[config.mk]
export PLATFORM = sky130hd
export DESIGN_NAME = ex_stage
export DESIGN_NICKNAME = d
export VERILOG_FILES = /design/src/rtl/ex_stage.sv
export SDC_FILE = /design/constraint.sdc
export NUM_CORES = 1
export LEC_CHECK = 0
export ABC_AREA = 1
export ABC_CLOCK_PERIOD_IN_PS = 4400
export CAP_MARGIN = 25
export CORE_MARGIN = 10
export CORE_UTILIZATION = 49
export CTS_CLUSTER_SIZE = 25
export DETAILED_ROUTE_END_ITERATION = 10
export PLACE_DENSITY = 0.82
export SKIP_LAST_GASP = 1
export SYNTH_ARGS = -nofsm -noshare
export SYNTH_HDL_FRONTEND = slang
export SYNTH_SLANG_ARGS = --single-unit
[constraint.sdc]
create_clock -name clk -period 4.4 [get_ports clk]
set_input_delay 0.44 -clock clk [delete_from_list [all_inputs] [get_ports clk]]
set_output_delay 0.44 -clock clk [all_outputs]
set_load 0.1 [all_outputs]
[src/rtl/ex_stage.sv]
// Execute stage: operand forwarding, ALU, condition-code register (CCR),
// branch resolution, and the EX/MEM pipeline register feeding MEM.
module ex_stage #(
  parameter int DW = 8,
  parameter int RW = 2
) (
  input  logic          clk,
  input  logic          rst,
  input  logic          stall,
  input  logic          flush,
  input  logic [2:0]    BType,
  input  logic [1:0]    MemToReg,
  input  logic          RegWrite,
  input  logic          MemWrite,
  input  logic          MemRead,
  input  logic          UpdateFlags,
  input  logic [1:0]    RegDistidx,
  input  logic [1:0]    ALU_src,
  input  logic [3:0]    ALU_op,
  input  logic          IO_Write,
  input  logic          isCall,
  input  logic [DW-1:0] ra_val,
  input  logic [DW-1:0] rb_val,
  input  logic [DW-1:0] imm,
  input  logic [DW-1:0] IP,
  input  logic [DW-1:0] pc_plus1,
  input  logic [RW-1:0] ra,
  input  logic [RW-1:0] rb,
  input  logic [RW-1:0] wb_rd,
  input  logic          wb_regwrite,
  input  logic [DW-1:0] wb_data,
  output logic          branch_taken,
  output logic [DW-1:0] branch_target,
  output logic [3:0]    flags,
  output logic [1:0]    MemToReg_out,
  output logic          RegWrite_out,
  output logic          MemWrite_out,
  output logic          MemRead_out,
  output logic          IO_Write_out,
  output logic          isCall_out,
  output logic [RW-1:0] rd_out,
  output logic [DW-1:0] result_out,
  output logic [DW-1:0] store_data_out,
  output logic [DW-1:0] pc_plus1_out
);

  localparam logic [3:0] OP_NOP  = 4'd0,  OP_MOV  = 4'd1,  OP_ADD  = 4'd2,  OP_SUB  = 4'd3;
  localparam logic [3:0] OP_AND  = 4'd4,  OP_OR   = 4'd5,  OP_RLC  = 4'd6,  OP_RRC  = 4'd7;
  localparam logic [3:0] OP_SETC = 4'd8,  OP_CLRC = 4'd9,  OP_NOT  = 4'd10, OP_NEG  = 4'd11;
  localparam logic [3:0] OP_INC  = 4'd12, OP_DEC  = 4'd13, OP_PASS = 4'd14;

  localparam logic [2:0] BR_JZ = 3'd1, BR_JN = 3'd2, BR_JC = 3'd3, BR_JV = 3'd4, BR_JMP = 3'd5;

  // CCR bit order {V,C,N,Z}
  logic [3:0]    ccr_reg, ccr_next;
  logic [DW-1:0] fwd_a, fwd_b, op_b;
  logic [DW-1:0] alu_res;
  logic [DW:0]   ext;
  logic          zn_wr, c_wr, c_val, v_wr, v_val;
  logic [RW-1:0] rd_sel;

  // EX/MEM result has priority over MEM/WB since it is the younger producer
  always_comb begin
    fwd_a = ra_val;
    if (RegWrite_out && rd_out == ra)        fwd_a = result_out;
    else if (wb_regwrite && wb_rd == ra)     fwd_a = wb_data;
    fwd_b = rb_val;
    if (RegWrite_out && rd_out == rb)        fwd_b = result_out;
    else if (wb_regwrite && wb_rd == rb)     fwd_b = wb_data;
  end

  always_comb begin
    case (ALU_src)
      2'd0:    op_b = fwd_b;
      2'd1:    op_b = imm;
      2'd2:    op_b = IP;
      default: op_b = pc_plus1;
    endcase
  end

  always_comb begin
    alu_res = '0;
    ext     = '0;
    zn_wr   = 1'b1;
    c_wr    = 1'b0;
    c_val   = ccr_reg[2];
    v_wr    = 1'b0;
    v_val   = 1'b0;
    case (ALU_op)
      OP_NOP:  zn_wr = 1'b0;
      OP_MOV:  alu_res = op_b;
      OP_ADD: begin
        ext     = {1'b0, fwd_a} + {1'b0, op_b};
        alu_res = ext[DW-1:0];
        c_wr    = 1'b1;
        c_val   = ext[DW];
        v_wr    = 1'b1;
        v_val   = (fwd_a[DW-1] == op_b[DW-1]) && (alu_res[DW-1] != fwd_a[DW-1]);
      end
      OP_SUB: begin
        ext     = {1'b0, fwd_a} - {1'b0, op_b};
        alu_res = ext[DW-1:0];
        c_wr    = 1'b1;
        c_val   = ext[DW];
        v_wr    = 1'b1;
        v_val   = (fwd_a[DW-1] != op_b[DW-1]) && (alu_res[DW-1] != fwd_a[DW-1]);
      end
      OP_AND:  alu_res = fwd_a & op_b;
      OP_OR:   alu_res = fwd_a | op_b;
      OP_RLC: begin
        alu_res = {fwd_a[DW-2:0], ccr_reg[2]};
        c_wr    = 1'b1;
        c_val   = fwd_a[DW-1];
      end
      OP_RRC: begin
        alu_res = {ccr_reg[2], fwd_a[DW-1:1]};
        c_wr    = 1'b1;
        c_val   = fwd_a[0];
      end
      OP_SETC: begin
        c_wr  = 1'b1;
        c_val = 1'b1;
      end
      OP_CLRC: begin
        c_wr  = 1'b1;
        c_val = 1'b0;
      end
      OP_NOT:  alu_res = ~op_b;
      OP_NEG: begin
        ext     = {(DW+1){1'b0}} - {1'b0, op_b};
        alu_res = ext[DW-1:0];
        c_wr    = 1'b1;
        c_val   = ext[DW];
      end
      OP_INC: begin
        ext     = {1'b0, op_b} + {{DW{1'b0}}, 1'b1};
        alu_res = ext[DW-1:0];
        c_wr    = 1'b1;
        c_val   = ext[DW];
      end
      OP_DEC: begin
        ext     = {1'b0, op_b} - {{DW{1'b0}}, 1'b1};
        alu_res = ext[DW-1:0];
        c_wr    = 1'b1;
        c_val   = ext[DW];
      end
      OP_PASS: alu_res = fwd_a;
      default: zn_wr = 1'b0;
    endcase
  end

  // Conditions test the registered CCR; a stalled instruction must not redirect
  always_comb begin
    case (BType)
      BR_JZ:   branch_taken = ccr_reg[0];
      BR_JN:   branch_taken = ccr_reg[1];
      BR_JC:   branch_taken = ccr_reg[2];
      BR_JV:   branch_taken = ccr_reg[3];
      BR_JMP:  branch_taken = 1'b1;
      default: branch_taken = 1'b0;
    endcase
    if (stall) branch_taken = 1'b0;
  end

  assign branch_target = fwd_b;
  assign flags         = ccr_reg;

  always_comb begin
    ccr_next = ccr_reg;
    if (UpdateFlags) begin
      if (zn_wr) begin
        ccr_next[0] = (alu_res == '0);
        ccr_next[1] = alu_res[DW-1];
      end
      if (c_wr) ccr_next[2] = c_val;
      if (v_wr) ccr_next[3] = v_val;
    end
    // Consuming a flag via a taken branch beats any write from the same op
    if (branch_taken) begin
      case (BType)
        BR_JZ:   ccr_next[0] = 1'b0;
        BR_JN:   ccr_next[1] = 1'b0;
        BR_JC:   ccr_next[2] = 1'b0;
        BR_JV:   ccr_next[3] = 1'b0;
        default: ccr_next = ccr_next;
      endcase
    end
  end

  always_comb begin
    case (RegDistidx)
      2'd0:    rd_sel = ra;
      2'd1:    rd_sel = rb;
      default: rd_sel = {RW{1'b1}};
    endcase
  end

  always_ff @(posedge clk) begin
    if (rst) begin
      ccr_reg <= '0;
    end else if (!stall && !flush) begin
      ccr_reg <= ccr_next;
    end
  end

  always_ff @(posedge clk) begin
    if (rst || (flush && !stall)) begin
      MemToReg_out   <= '0;
      RegWrite_out   <= 1'b0;
      MemWrite_out   <= 1'b0;
      MemRead_out    <= 1'b0;
      IO_Write_out   <= 1'b0;
      isCall_out     <= 1'b0;
      rd_out         <= '0;
      result_out     <= '0;
      store_data_out <= '0;
      pc_plus1_out   <= '0;
    end else if (!stall) begin
      MemToReg_out   <= MemToReg;
      RegWrite_out   <= RegWrite;
      MemWrite_out   <= MemWrite;
      MemRead_out    <= MemRead;
      IO_Write_out   <= IO_Write;
      isCall_out     <= isCall;
      rd_out         <= rd_sel;
      result_out     <= alu_res;
      store_data_out <= fwd_a;
      pc_plus1_out   <= pc_plus1;
    end
  end

endmodule

# == After elaboration in Yosys (flattened, before gate mapping) ==
# Index checks and enable logic that the tools add are counted.
# word_totals
ff_bits,37
out_inout_bits,46
elab_cells,89
# op_classes
addsub,5
eq_ne,30
n_mux,23
bitwise,3
reduce_logical,17
# ops
op,n
one-hot mux 8 bit (12 select lines),1
two-way mux 8 bit,4
"equality test 4 bit, second input constant",7
one-hot mux 8 bit (3 select lines),1
"equality test 4 x 3 -> 1 bit, second input constant",4
OR reduction 14 bit,1
two-way mux 1 bit,10
"adder 8 x 1 -> 9 bit, second input constant",1
adder 8 x 8 -> 9 bit,1
one-hot mux 1 bit (9 select lines),1
OR reduction 9 bit,1
"subtractor 1 x 8 -> 9 bit, first input constant",1
"subtractor 8 x 1 -> 9 bit, second input constant",1
subtractor 8 x 8 -> 9 bit,1
bitwise AND 8 bit,1
equality test 2 bit,4
"equality test 4 x 2 -> 1 bit, second input constant",2
logical AND 1 bit,8
logical NOT 8 bit,1
two-way mux 4 bit,2
NOT 8 bit,1
OR 8 bit,1
"equality test 3 x 2 -> 1 bit, second input constant",2
"equality test 3 bit, second input constant",2
14 further kinds,19

# == Logic depth before layout (Yosys ltp) ==
# Gate-level depths: netlist of the first run.
# logic_depth
depth_word,13
depth_mapped,32
mapped_depth_nobuf,31

# == Worst setup path after synthesis of the first run ==
# No wires, ideal clock.
# synth_timing
kind,flip-flop to flip-flop
start,register rd_out[0]
end,register ccr_reg[0] (netlist: flags[0])
t_arrival_ns,4.015
required_ns,4.283
setup_slack_ns,0.268
path_stages_with_launch,22
n_path_buf,1
synth_period_minus_slack_ns,4.132
path_cell_list,dfxtp_1 -> inv_1 -> nor2_1 -> nor2_1 -> nand3_1 -> buf_4 -> nor2_1 -> nor2_2 -> nand2_1 -> nand2_1 -> nand2_2 -> ha_1 -> inv_1 -> or2_2 -> a21oi_1 -> nor2_1 -> nand3_1 -> nor2_2 -> nand4_1 -> nand2_1 -> nand2_1 -> a21oi_2
# synth_between
elab_chain_len,11
elab_cells_between_ends,21
# synth_rtl
element,line_no,source
"start, declared",41,"output logic [RW-1:0] rd_out,"
"start signal, assigned",225,rd_out <= rd_sel;
equality test 2 bit *,68,if (RegWrite_out && rd_out == rb) fwd_b = result_out;
logical AND 1 bit *,68,
two-way mux 8 bit *,68,
net branch_target[7],33,"output logic [DW-1:0] branch_target,"
one-hot mux 8 bit (3 select lines) *,73,case (ALU_src)
"subtractor 8 x 1 -> 9 bit, or another cell as far along",142,"ext = {1'b0, op_b} - {{DW{1'b0}}, 1'b1};"
one-hot mux 8 bit (12 select lines) *,89,case (ALU_op)
logical NOT 8 bit *,172,ccr_next[0] = (alu_res == '0);
two-way mux 2 bit *,171,if (zn_wr) begin
two-way mux 4 bit *,170,if (UpdateFlags) begin
two-way mux 1 bit,180,case (BType)
two-way mux 4 bit *,179,if (branch_taken) begin
"end signal, assigned",202,ccr_reg <= ccr_next;
"end, declared",55,"logic [3:0] ccr_reg, ccr_next;"
# The timed path passes the listed nets; every way through them passes the cells marked *.
# A chain may end at the register's enable or synchronous reset.

# == Final worst setup path of the first run ==
# layout_timing
start,input port rb[0]
end,register ccr_reg[2] (netlist: flags[2])
# layout_between
elab_chain_len,11
elab_cells_between_ends,17
# layout_rtl
element,line_no,source
"start, declared",28,"input logic [RW-1:0] rb,"
equality test 2 bit,69,else if (wb_regwrite && wb_rd == rb) fwd_b = wb_data;
logical AND 1 bit,69,
two-way mux 8 bit,69,
two-way mux 8 bit *,68,
one-hot mux 8 bit (3 select lines) *,73,
"subtractor 8 x 1 -> 9 bit, or another cell as far along",142,
one-hot mux 1 bit (9 select lines) *,89,
two-way mux 1 bit *,175,if (c_wr) ccr_next[2] = c_val;
two-way mux 4 bit *,170,
two-way mux 1 bit,180,
two-way mux 4 bit *,179,
# Mark *: on every way between the ends. The rest lies on a longest branch, timed or not.

==> flow_summary_export.csv, run 1 <==
group,metric,value,unit
synth,ys_top_cells_by_area,"nand2_1, dfxtp_1, inv_1",
floorplan,die_h,114.3,um
cells_and_area,num-nets-final,995,
critical_path,crit_arrival,4.29,ns
grt,antenna_found_initial,0,
detailed_routing,vias,5553,
place,placed_cells,988,
cts,cts_max_path_buffers,2,
critical_path,reg2reg_depth,24,
floorplan,num_io_pins,124,
run_status,status,"complete, no violations",
place,io_buffers,123,
critical_path,cp.depth,29,
detailed_routing,drt_wl_total,17830,um
pwr,power_density,249.8,mW/mm2
synth,ys_async_sr_fraction,0,%
critical_path,r2r-start,"rd_out[0]$_SDFFE_PP0N_",
critical_path,worstSetupPathType,"in2reg",
critical_path,r2r-end,"flags[2]$_SDFFE_PP0P_",
critical_path,reg2reg_slack,0.66,ns
grt,groute.usage.overall,26.67,%
cells_and_area,drive_above_1_share,11.02,%
synth,syn_inst,751,
critical_path,crit_path_end,"flags[2]$_SDFFE_PP0P_",
floorplan,core,0.008678,mm2
pwr,switching_share,49.81,%
cts,clk_pin_slew,0.07,ns
cells_and_area,fillerInstances,803,
grt,grt_max_degree,47,
detailed_routing,drt_iter0_drc,598,
cts,cts_made_buffers,5,
cells_and_area,regArea,740.7,um2
cts,cts_hold_buf,0,
cts,clock_tree.root_cell,"clkbuf_8",
pwr,cellInternalPower,0.7372,mW
critical_path,crit_fanout,5,
synth,synthesis.nets,858,
synth,synth_seq_cells,37,
run,max_cap_viol_count,0,
critical_path,crit_required,4.62,ns
critical_path,cpPeakStageDelay,0.54,ns
pwr,switchingPower,0.7318,mW
floorplan,dieWidth,114.3,um
synth,ys_warn_count,0,
critical_path,critical-path-slowest-cell,"clkdlybuf4s50_1",
synth,synth_area_leader_cell,"nand2_1",
place,dp_hpwl,14910,um
pwr,p_comb_share,59.2,%
critical_path,end_kind,"flip-flop",
critical_path,cp_common_cell,"nand2_1",
sta,finalSetupTns,0,ns
sta,setup_viol,0,
cells_and_area,multi_input_area,0.003098,mm2
critical_path,crit_family,"simple AND/OR/NAND/NOR gates",
cells_and_area,diodes,0,
synth,yosysUniqueCellTypes,51,
min_path,min-delay-path-class,"reg2reg",
sta,fin_skew,0.005670,ns
sta,finalCritPeriodShare,92.53,%
synth,avgSynthCellArea,5.800,um2
pwr,vdd_drop_max,309.5,uV
pwr,p_seq_share,25.2,%
sta,fin_crit,4.072,ns
critical_path,cp_num_buf_inv,6,
sta,finalHoldViolCount,0,
pwr,clockPowerShare,15.6,%
synth,ys_seq_area_share,17.01,%
detailed_routing,drt_first_pass_iters,6,
synth,synth_ff_type,"dfxtp_1",
floorplan,rows,34,
critical_path,cp-start-kind,"input port",
sta,slew_viol_final,0,
sta,hold_slack,0.4713,ns
grt,grt_pass1_wl,28220,um
sta,slew_headroom,30.94,%
cells_and_area,area_delta_synth_final,35.02,%
cells_and_area,final_cells,997,
synth,synth_edf_count,0,
detailed_routing,viasPerCell,5.570,
grt,grt-ovfl-total,0,
cts,insertion_delay,0.29,ns
cts,htreeDepth,2,
detailed_routing,wl_per_cell,17.89,um
critical_path,startpoint,"rb[0]",
sta,max_clock_freq,245.6,MHz
synth,syn_area,0.004355,mm2
synth,synth_top_area_share,17.58,%
sta,rsz0062_at_grt,"false",
floorplan,initial_core_util,50.19,%
floorplan,dieArea,0.01306,mm2
cts,cts_tree,"yes",
pwr,p_leak,2.818,nW
detailed_routing,ant_nets,0,
grt,grt_pass1_vias,5369,
cts,cts.sinks,37,
sta,worstMarginPinSlew,1.033,ns
detailed_routing,drc_errors,0,
place,gp_congestion,1.031,
[cell usage in the layout, fill, tap and decap left out, drive strengths merged]
master,n
a2111oi,1
a21boi,2
a21o,1
a21oi,44
a221oi,8
a31oi,2
a41oi,1
and2,6
buf,31
clkbuf,5
clkdlybuf4s50,114
clkinv,3
clkinvlp,1
dfxtp,37
fa,2
ha,27
inv,118
nand2,222
nand3,74
nand3b,1
nand4,9
nor2,90
nor3,7
nor4,2
o211ai,15
o21ai,43
o21bai,2
o221ai,3
o22ai,7
o311ai,3
or2,3
xnor2,3
xor2,2
[through the flow]
step	power, mW	setup slack (ns)	util, %	cell area [um2]
3_3_place_gp	1.220	0.05363	66.62	5782
4_1_cts	1.457	0.3026	67.62	5868
6_report	1.469	0.3285	67.76	5881
3_5_place_dp	1.225	0.01287	66.62	5782
5_1_grt	1.554	0.06277	67.76	5881
2_1_floorplan	0.9471	0.2680	-	4355
[worst min-delay path, cell delays in order (launching register included)]
cell	delay, ns
dfxtp_1	0.32
nand2_1	0.06
a21oi_1	0.05
[how the worst min path moves through the flow]
| stage | end | slack (ns) | cells past startpoint | startpoint |
|---|---|---|---|---|
| CTS | MemRead_out$_SDFFE_PP0N_ | 0.47 | 2 | MemRead_out$_SDFFE_PP0N_ |
| detailed placement | pc_plus1_out[0]$_SDFFE_PP0N_ | 0.46 | 2 | pc_plus1_out[0]$_SDFFE_PP0N_ |
| floorplan | flags[0]$_SDFFE_PP0P_ | 0.50 | 1 | rst |
| global route | MemRead_out$_SDFFE_PP0N_ | 0.49 | 2 | MemRead_out$_SDFFE_PP0N_ |
| global placement | pc_plus1_out[0]$_SDFFE_PP0N_ | 0.44 | 2 | pc_plus1_out[0]$_SDFFE_PP0N_ |
| finish | MemRead_out$_SDFFE_PP0N_ | 0.47 | 2 | MemRead_out$_SDFFE_PP0N_ |
[logic make-up after synthesis]
group / after synthesis / synth area share, %
buffers and inverters: 134 / 11.98
adder cells (fa/ha/maj): 29 / 8.676
AND/OR/NAND/NOR: 414 / 42.55
XOR/XNOR: 5 / 1.178
AO/OA/AOI/OAI: 132 / 18.62
flip-flops: 37 / 17.01
[Yosys cell counts, types with 2 or more instances]
library cell	count
ha_1	27
a221oi_1	7
o221ai_1	3
nand4_1	8
dfxtp_1	37
nand3_1	69
inv_1	102
nor2_2	8
o311ai_0	3
xor2_1	2
o21ai_0	38
o21ai_1	4
fa_1	2
nand3_2	4
nor3_1	7
nor2_1	80
buf_2	2
clkbuf_1	8
nor2_4	2
nand2_2	13
a21oi_1	42
xnor2_1	2
o211ai_1	15
nand2_1	204
o21bai_1	2
nand2_4	5
nor4_1	2
o22ai_1	7
and2_1	6
buf_4	2
or2_2	2
a31oi_1	2
inv_2	16
[timing repair]
item,CTS,global route
gates resized for setup,0,2
endpoints found under the hold margin,0,0
endpoints found under the setup margin,0,2
buffers inserted,0,1
[layer usage]
metal  track usage, %  wire [um]
met4            8.354        499
met1            32.75       7083
met2            44.08       8355
met5                0          0
met3            7.390       1894
[power by group through the flow]
stage               clock (mW)  sequential (mW)  combinational (mW)
floorplan                    0            0.513               0.434
global placement             0            0.376               0.844
detailed placement           0            0.377               0.848
CTS                      0.236            0.370               0.851
global route             0.249            0.372               0.933
finish                   0.230            0.371               0.869
[registers in the layout, summed over array words and instances (netlist names)]
name	flops
IO_Write_out	1
MemRead_out	1
MemToReg_out	2
MemWrite_out	1
RegWrite_out	1
flags	4
isCall_out	1
pc_plus1_out	8
rd_out	2
result_out	8
store_data_out	8
[area by class of cell]
class | instances | share of cell area, %
Tap cell | 108 | 2.298
Clock buffer | 5 | 1.170
Timing Repair Buffer | 145 | 23.36
Sequential cell | 37 | 12.60
Multi-Input combinational cell | 580 | 52.68
Inverter | 119 | 7.596
Clock inverter | 3 | 0.2979
(Power assumes the default switching activity.)
==> run 2, diff against run 1 <==
Settings changed: CORE_MARGIN 10 to 2, SKIP_CTS_REPAIR_TIMING set to 1.
==> run 2 against run 1 <==
Effect of this change:
- first-iteration DRC count shrank 26%
- sequential share of layout area is essentially flat
- total power grew 4.8%
- cell count shrank 0.20%
- maximum frequency shrank 0.19%
- clock skew grew 0.0036 ns
- sequential cell count is the same
- largest cell class unchanged
- combinational power shrank 0.9%
- highest routed layer unchanged
- clock-buffer cell count grew 2
- final area grew 0.23%
==> flow_summary_export.csv, run 2 (synthesis results as in run 1) <==
group,metric,value,unit
detailed_routing,drc_errors,0,
detailed_routing,route.met3.wl,1486,um
floorplan,initial_core_util,50.19,%
critical_path,end_kind,"flip-flop",
critical_path,r2r-start,"rd_out[1]$_SDFFE_PP0N_",
min_path,hold_start,"isCall_out$_SDFFE_PP0N_",
cts,clock_tree.root_cell,"clkbuf_8",
sta,fin_skew,0.009271,ns
floorplan,dieArea,0.009659,mm2
floorplan,dieWidth,98.28,um
critical_path,r2r-end,"flags[0]$_SDFFE_PP0P_",
critical_path,worstSetupPathType,"in2reg",
critical_path,startpoint,"rb[1]",
cells_and_area,fillerInstances,787,
grt,grt_max_degree,47,
sta,worstMarginPinSlew,1.020,ns
cells_and_area,fin_area,0.005894,mm2
grt,antenna_found_initial,0,
place,gp_congestion,0.9173,
sta,slew_headroom,31.79,%
detailed_routing,drt_iter0_drc,445,
pwr,clockPowerShare,20.0,%
detailed_routing,wl_per_cell,16.59,um
grt,grt_pass1_vias,5367,
cells_and_area,area_delta_synth_final,35.33,%
detailed_routing,vias,5562,
place,placed_area,0.005774,mm2
cells_and_area,drive_above_1_share,10.71,%
pwr,cellInternalPower,0.8105,mW
detailed_routing,drt_wl_total,16510,um
sta,fin_crit,4.079,ns
floorplan,die_h,98.28,um
cts,htreeDepth,2,
pwr,p_leak,2.822,nW
critical_path,reg2reg_slack,0.64,ns
critical_path,crit_fanout,7,
place,io_buffers,123,
critical_path,cp-start-kind,"input port",
cts,cts.sinks,37,
pwr,p_comb_share,55.9,%
detailed_routing,ant_nets,0,
min_path,whs_path_depth,2,
cts,cts_made_buffers,5,
cells_and_area,diodes,0,
cells_and_area,final_cell_mix,"nand2_1, clkdlybuf4s50_1, inv_1",
critical_path,crit_path_end,"flags[0]$_SDFFE_PP0P_",
sta,max_clock_freq,245.1,MHz
floorplan,rows,34,
cts,clk_pin_slew,0.08,ns
place,place_ws,0.07810,ns
cells_and_area,multi_input_area,0.003097,mm2
critical_path,reg2reg_depth,19,
pwr,power_density,261.2,mW/mm2
cells_and_area,num-nets-final,993,
pwr,switching_share,47.36,%
detailed_routing,routed.top_layer,"met4",
grt,groute.usage.overall,34.11,%
floorplan,num_io_pins,124,
detailed_routing,drt_first_pass_iters,6,
sta,finalHoldViolCount,0,
sta,slew_viol_final,0,
sta,rsz0062_at_grt,"true",
detailed_routing,wirelength_met1,7102,um
cells_and_area,regArea,740.7,um2
cts,insertion_delay,0.29,ns
min_path,min-delay-path-class,"reg2reg",
critical_path,crit_arrival,4.31,ns
run,max_cap_viol_count,0,
pwr,total_power,1.540,mW
sta,worst_slack,0.3207,ns
cells_and_area,reg.largest.list,"pc_plus1_out (8), result_out (8), store_data_out (8)",
sta,finalCritPeriodShare,92.71,%
critical_path,crit_required,4.63,ns
run_status,status,"complete, no violations",
place,dp_hpwl,13690,um
pwr,switchingPower,0.7291,mW
cts,cts_tree,"yes",
sta,setup_viol,0,
grt,grt-ovfl-total,0,
detailed_routing,viasPerCell,5.590,
pwr,vdd_drop_max,427.8,uV
cts,cts_max_path_buffers,2,
detailed_routing,wl_met2,7436,um
floorplan,core,0.008678,mm2
cells_and_area,final_common_cell,"nand2_1",
grt,grt_pass1_wl,26870,um
pwr,p_seq_share,24.0,%
[run 2: changes by cell type in the layout (fill, tap and decap cells not counted)]
cell        delta
buf_4          -2
clkbuf_8       +1
a21oi_2        +1
clkinv_2       -2
clkbuf_1       +1
clkinvlp_4     -1
a21oi_1        -1
bufinv_16      +1
nor3_1         +1
nor3_2         -1
[run 2: worst max-delay path, stage by stage]
cell and delay, ns:
clkdlybuf4s50_1 0.59, xnor2_1 0.17, nand3_1 0.24, buf_4 0.24, nand3_1 0.10, nand3_1 0.08, nand2_1 0.09, nand2_2 0.14
ha_1 0.38, inv_1 0.12, o311ai_0 0.67, or2_2 0.22, a21oi_1 0.09, nor2_1 0.13, nand3_1 0.10, nor2_2 0.16
nand4_1 0.11, nand2_1 0.06, nand2_1 0.05, a21oi_2 0.11
[run 2: metrics by stage]
step           hold WS [ns]   TNS, ns  cells  util (%)
2_1_floorplan        0.5024         0    751         -
3_3_place_gp         0.4447         0    987     66.54
3_5_place_dp         0.4605         0    987     66.54
4_1_cts              0.4712         0    995     67.88
5_1_grt              0.4863  -0.07593    995     67.92
6_report             0.4707         0    995     67.92
[run 2: area by class of cell]
type                       count  share of cell area [%]
tap                          108                   2.293
clock buffer                   7                   1.465
multi-input combinational    580                   52.54
clock inverter                 1                  0.5094
inverter                     119                   7.578
sequential                    37                   12.57
timing repair buffer         143                   23.05
[run 2: worst min path at each step]
| stage | endpoint | slack (ns) |
|---|---|---|
| final | isCall_out$_SDFFE_PP0N_ | 0.47 |
| after global routing | MemRead_out$_SDFFE_PP0N_ | 0.49 |
| after CTS | IO_Write_out$_SDFFE_PP0N_ | 0.47 |
| after detailed placement | IO_Write_out$_SDFFE_PP0N_ | 0.46 |
| after global placement | pc_plus1_out[0]$_SDFFE_PP0N_ | 0.44 |
| after floorplan | flags[0]$_SDFFE_PP0P_ | 0.50 |
[run 2: layer usage]
layer | up-vias | global-route usage, %
li1 | 2706 | -
met1 | 2522 | 46.19
met2 | 290 | 54.95
met3 | 44 | 6.442
met4 | 0 | 10.75
met5 | - | 0
[run 2: power groups by stage]
stage	registers, mW	clock network (mW)	logic (mW)
final	0.370	0.308	0.861
after global routing	0.372	0.326	0.930
after CTS	0.369	0.314	0.847
after detailed placement	0.377	0	0.843
after global placement	0.376	0	0.836
after floorplan	0.513	0	0.434
==> run 3, diff against run 2 <==
Settings changed: GPL_ROUTABILITY_DRIVEN set to 0.
==> run 3 against run 2 <==
Effect of this change:
- first-iteration DRC count grew 49%
- total power shrank 3.3%
- combinational power down 0.6%
- die area unchanged
- register-to-register slack lost 0.03 ns
- global-route usage shrank 1.6 points
- non-clock buffer count down 4
- via count rose by 1.5%
- worst setup slack worse by 0.015 ns
- core utilization decreased by 0.39 points
- largest cell class unchanged
==> flow_summary_export.csv, run 3 (synthesis results as in run 1) <==
group,metric,value,unit
run_status,status,"complete, no violations",
sta,slew_viol_final,0,
cells_and_area,final_common_cell,"nand2_1",
cts,cts_made_buffers,5,
place,io_buffers,123,
sta,worstMarginPinSlew,1.021,ns
run,max_cap_viol_count,0,
cells_and_area,fin_area,0.005861,mm2
cells_and_area,num-nets-final,989,
min_path,hold_start,"isCall_out$_SDFFE_PP0N_",
cells_and_area,final_cell_mix,"nand2_1, clkdlybuf4s50_1, inv_1",
critical_path,crit_path_cell_trace,"clkdlybuf4s50_1, inv_1, o21ai_1, nor2_2, nand2_4, inv_2, o21ai_2, a21boi_0, ha_1, inv_1, nor4_1, nand2_1, o311ai_0, or2_2, a21oi_1, nor2_1, nand3_1, nor2_2, nand4_1, nand2_1, nand2_1, a21oi_2",
grt,grt_pass1_vias,5334,
grt,groute.usage.overall,32.55,%
cells_and_area,final_core_util,67.53,%
critical_path,critical-path-slowest-cell,"clkdlybuf4s50_1",
cells_and_area,fillerInstances,781,
grt,antenna_found_initial,0,
cells_and_area,area_delta_synth_final,34.56,%
critical_path,r2r-end,"flags[0]$_SDFFE_PP0P_",
min_path,whs_path_depth,2,
cts,htreeDepth,2,
cells_and_area,drive_above_1_share,10.53,%
pwr,vdd_drop_max,270.4,uV
critical_path,end_kind,"flip-flop",
critical_path,reg2reg_slack,0.61,ns
detailed_routing,drt_first_pass_iters,6,
min_path,min-delay-path-class,"reg2reg",
critical_path,cp-start-kind,"input port",
floorplan,die_h,98.28,um
critical_path,cp_common_cell,"nand2_1",
critical_path,reg2reg_depth,23,
pwr,power_density,254.1,mW/mm2
cells_and_area,reg.largest.list,"pc_plus1_out (8), result_out (8), store_data_out (8)",
sta,finalHoldViolCount,0,
sta,fin_skew,0.01090,ns
sta,rsz0062_at_grt,"false",
floorplan,core,0.008678,mm2
cts,clock_tree.root_cell,"clkbuf_8",
sta,fin_crit,4.094,ns
cells_and_area,diodes,0,
floorplan,dieArea,0.009659,mm2
grt,grt-ovfl-total,0,
detailed_routing,viasPerCell,5.694,
sta,finalSetupTns,0,ns
critical_path,r2r-start,"rd_out[0]$_SDFFE_PP0N_",
place,dp_hpwl,13060,um
min_path,whs_endpoint,"isCall_out$_SDFFE_PP0N_",
critical_path,cpPeakStageDelay,0.51,ns
cts,clk_pin_slew,0.08,ns
pwr,p_leak,2.817,nW
cts,insertion_delay,0.29,ns
detailed_routing,ant_nets,0,
critical_path,crit_required,4.63,ns
pwr,total_power,1.489,mW
cts,cts_tree,"yes",
sta,finalCritPeriodShare,93.05,%
detailed_routing,wl_per_cell,16.14,um
grt,grt_max_degree,47,
sta,slew_headroom,31.71,%
floorplan,num_io_pins,124,
floorplan,dieWidth,98.28,um
detailed_routing,drt_iter0_drc,662,
detailed_routing,vias,5643,
place,placed_area,0.005744,mm2
grt,grt_pass1_wl,25880,um
cts,cts.sinks,37,
critical_path,worstSetupPathType,"in2reg",
detailed_routing,drt_wl_total,16000,um
floorplan,rows,34,
sta,max_clock_freq,244.2,MHz
detailed_routing,drc_errors,0,
floorplan,initial_core_util,50.19,%
cts,cts_max_path_buffers,2,
critical_path,crit_arrival,4.33,ns
sta,setup_viol,0,
critical_path,crit_fanout,8,
-- run 3: cell count changes in the layout (fill, tap and decap cells not counted), sizes merged --
cell	change
bufinv	-1
clkdlybuf4s50	-2
clkinv	+1
buf	-4
dlymetal6s2s	+2
-- run 3: worst max-delay path by stage --
stage,start,to,slack [ns],cells past startpoint
6_report,wb_rd[0],flags[0]$_SDFFE_PP0P_,0.31,22
5_1_grt,wb_rd[0],flags[0]$_SDFFE_PP0P_,0.005,28
4_1_cts,rb[0],flags[0]$_SDFFE_PP0P_,0.35,22
3_5_place_dp,rb[0],flags[0]$_SDFFE_PP0P_,0.07,22
3_3_place_gp,rb[0],flags[0]$_SDFFE_PP0P_,0.13,22
2_1_floorplan,rd_out[0]$_SDFFE_PP0N_,flags[0]$_SDFFE_PP0P_,0.27,21
-- run 3: cell type report --
cell class | instances | area [um2] | share of cell area (%)
Tap cell | 108 | 135.1 | 2.306
Clock buffer | 7 | 96.34 | 1.644
Clock inverter | 1 | 5.005 | 0.08540
Timing Repair Buffer | 139 | 1334 | 22.76
Multi-Input combinational cell | 580 | 3103 | 52.95
Sequential cell | 37 | 740.7 | 12.64
Inverter | 119 | 446.7 | 7.622
-- run 3: stage by stage --
step	cells	setup WS [ns]	hold WS [ns]
floorplan	751	0.2680	0.5024
global placement	983	0.1258	0.4470
detailed placement	983	0.06656	0.4597
CTS	991	0.3529	0.4674
global route	991	0.004715	0.4888
finish	991	0.3056	0.4667
-- run 3: worst max-delay path: cells and delay by family --
| kind | cells | cell delay (ns) |
|---|---|---|
| AND/OR/NAND/NOR | 11 | 1.79 |
| adder cells (fa/ha/maj) | 1 | 0.29 |
| buffers and inverters | 4 | 0.86 |
| AO/OA/AOI/OAI | 6 | 0.94 |
-- run 3: power by group --
part	switching [mW]	internal, mW	leakage [nW]
clock	0.122	0.142	0.0542
sequential	0.0149	0.354	0.304
combinational	0.589	0.267	2.46
-- run 3: routing by layer --
layer / track usage (%) / up-vias / part of all wire, %
met3: 3.508 / 51 / 9.6
met5: 0 / - / 0
li1: - / 2706 / -
met1: 43.80 / 2541 / 41
met2: 54.11 / 345 / 47
met4: 11.49 / 0 / 3.0
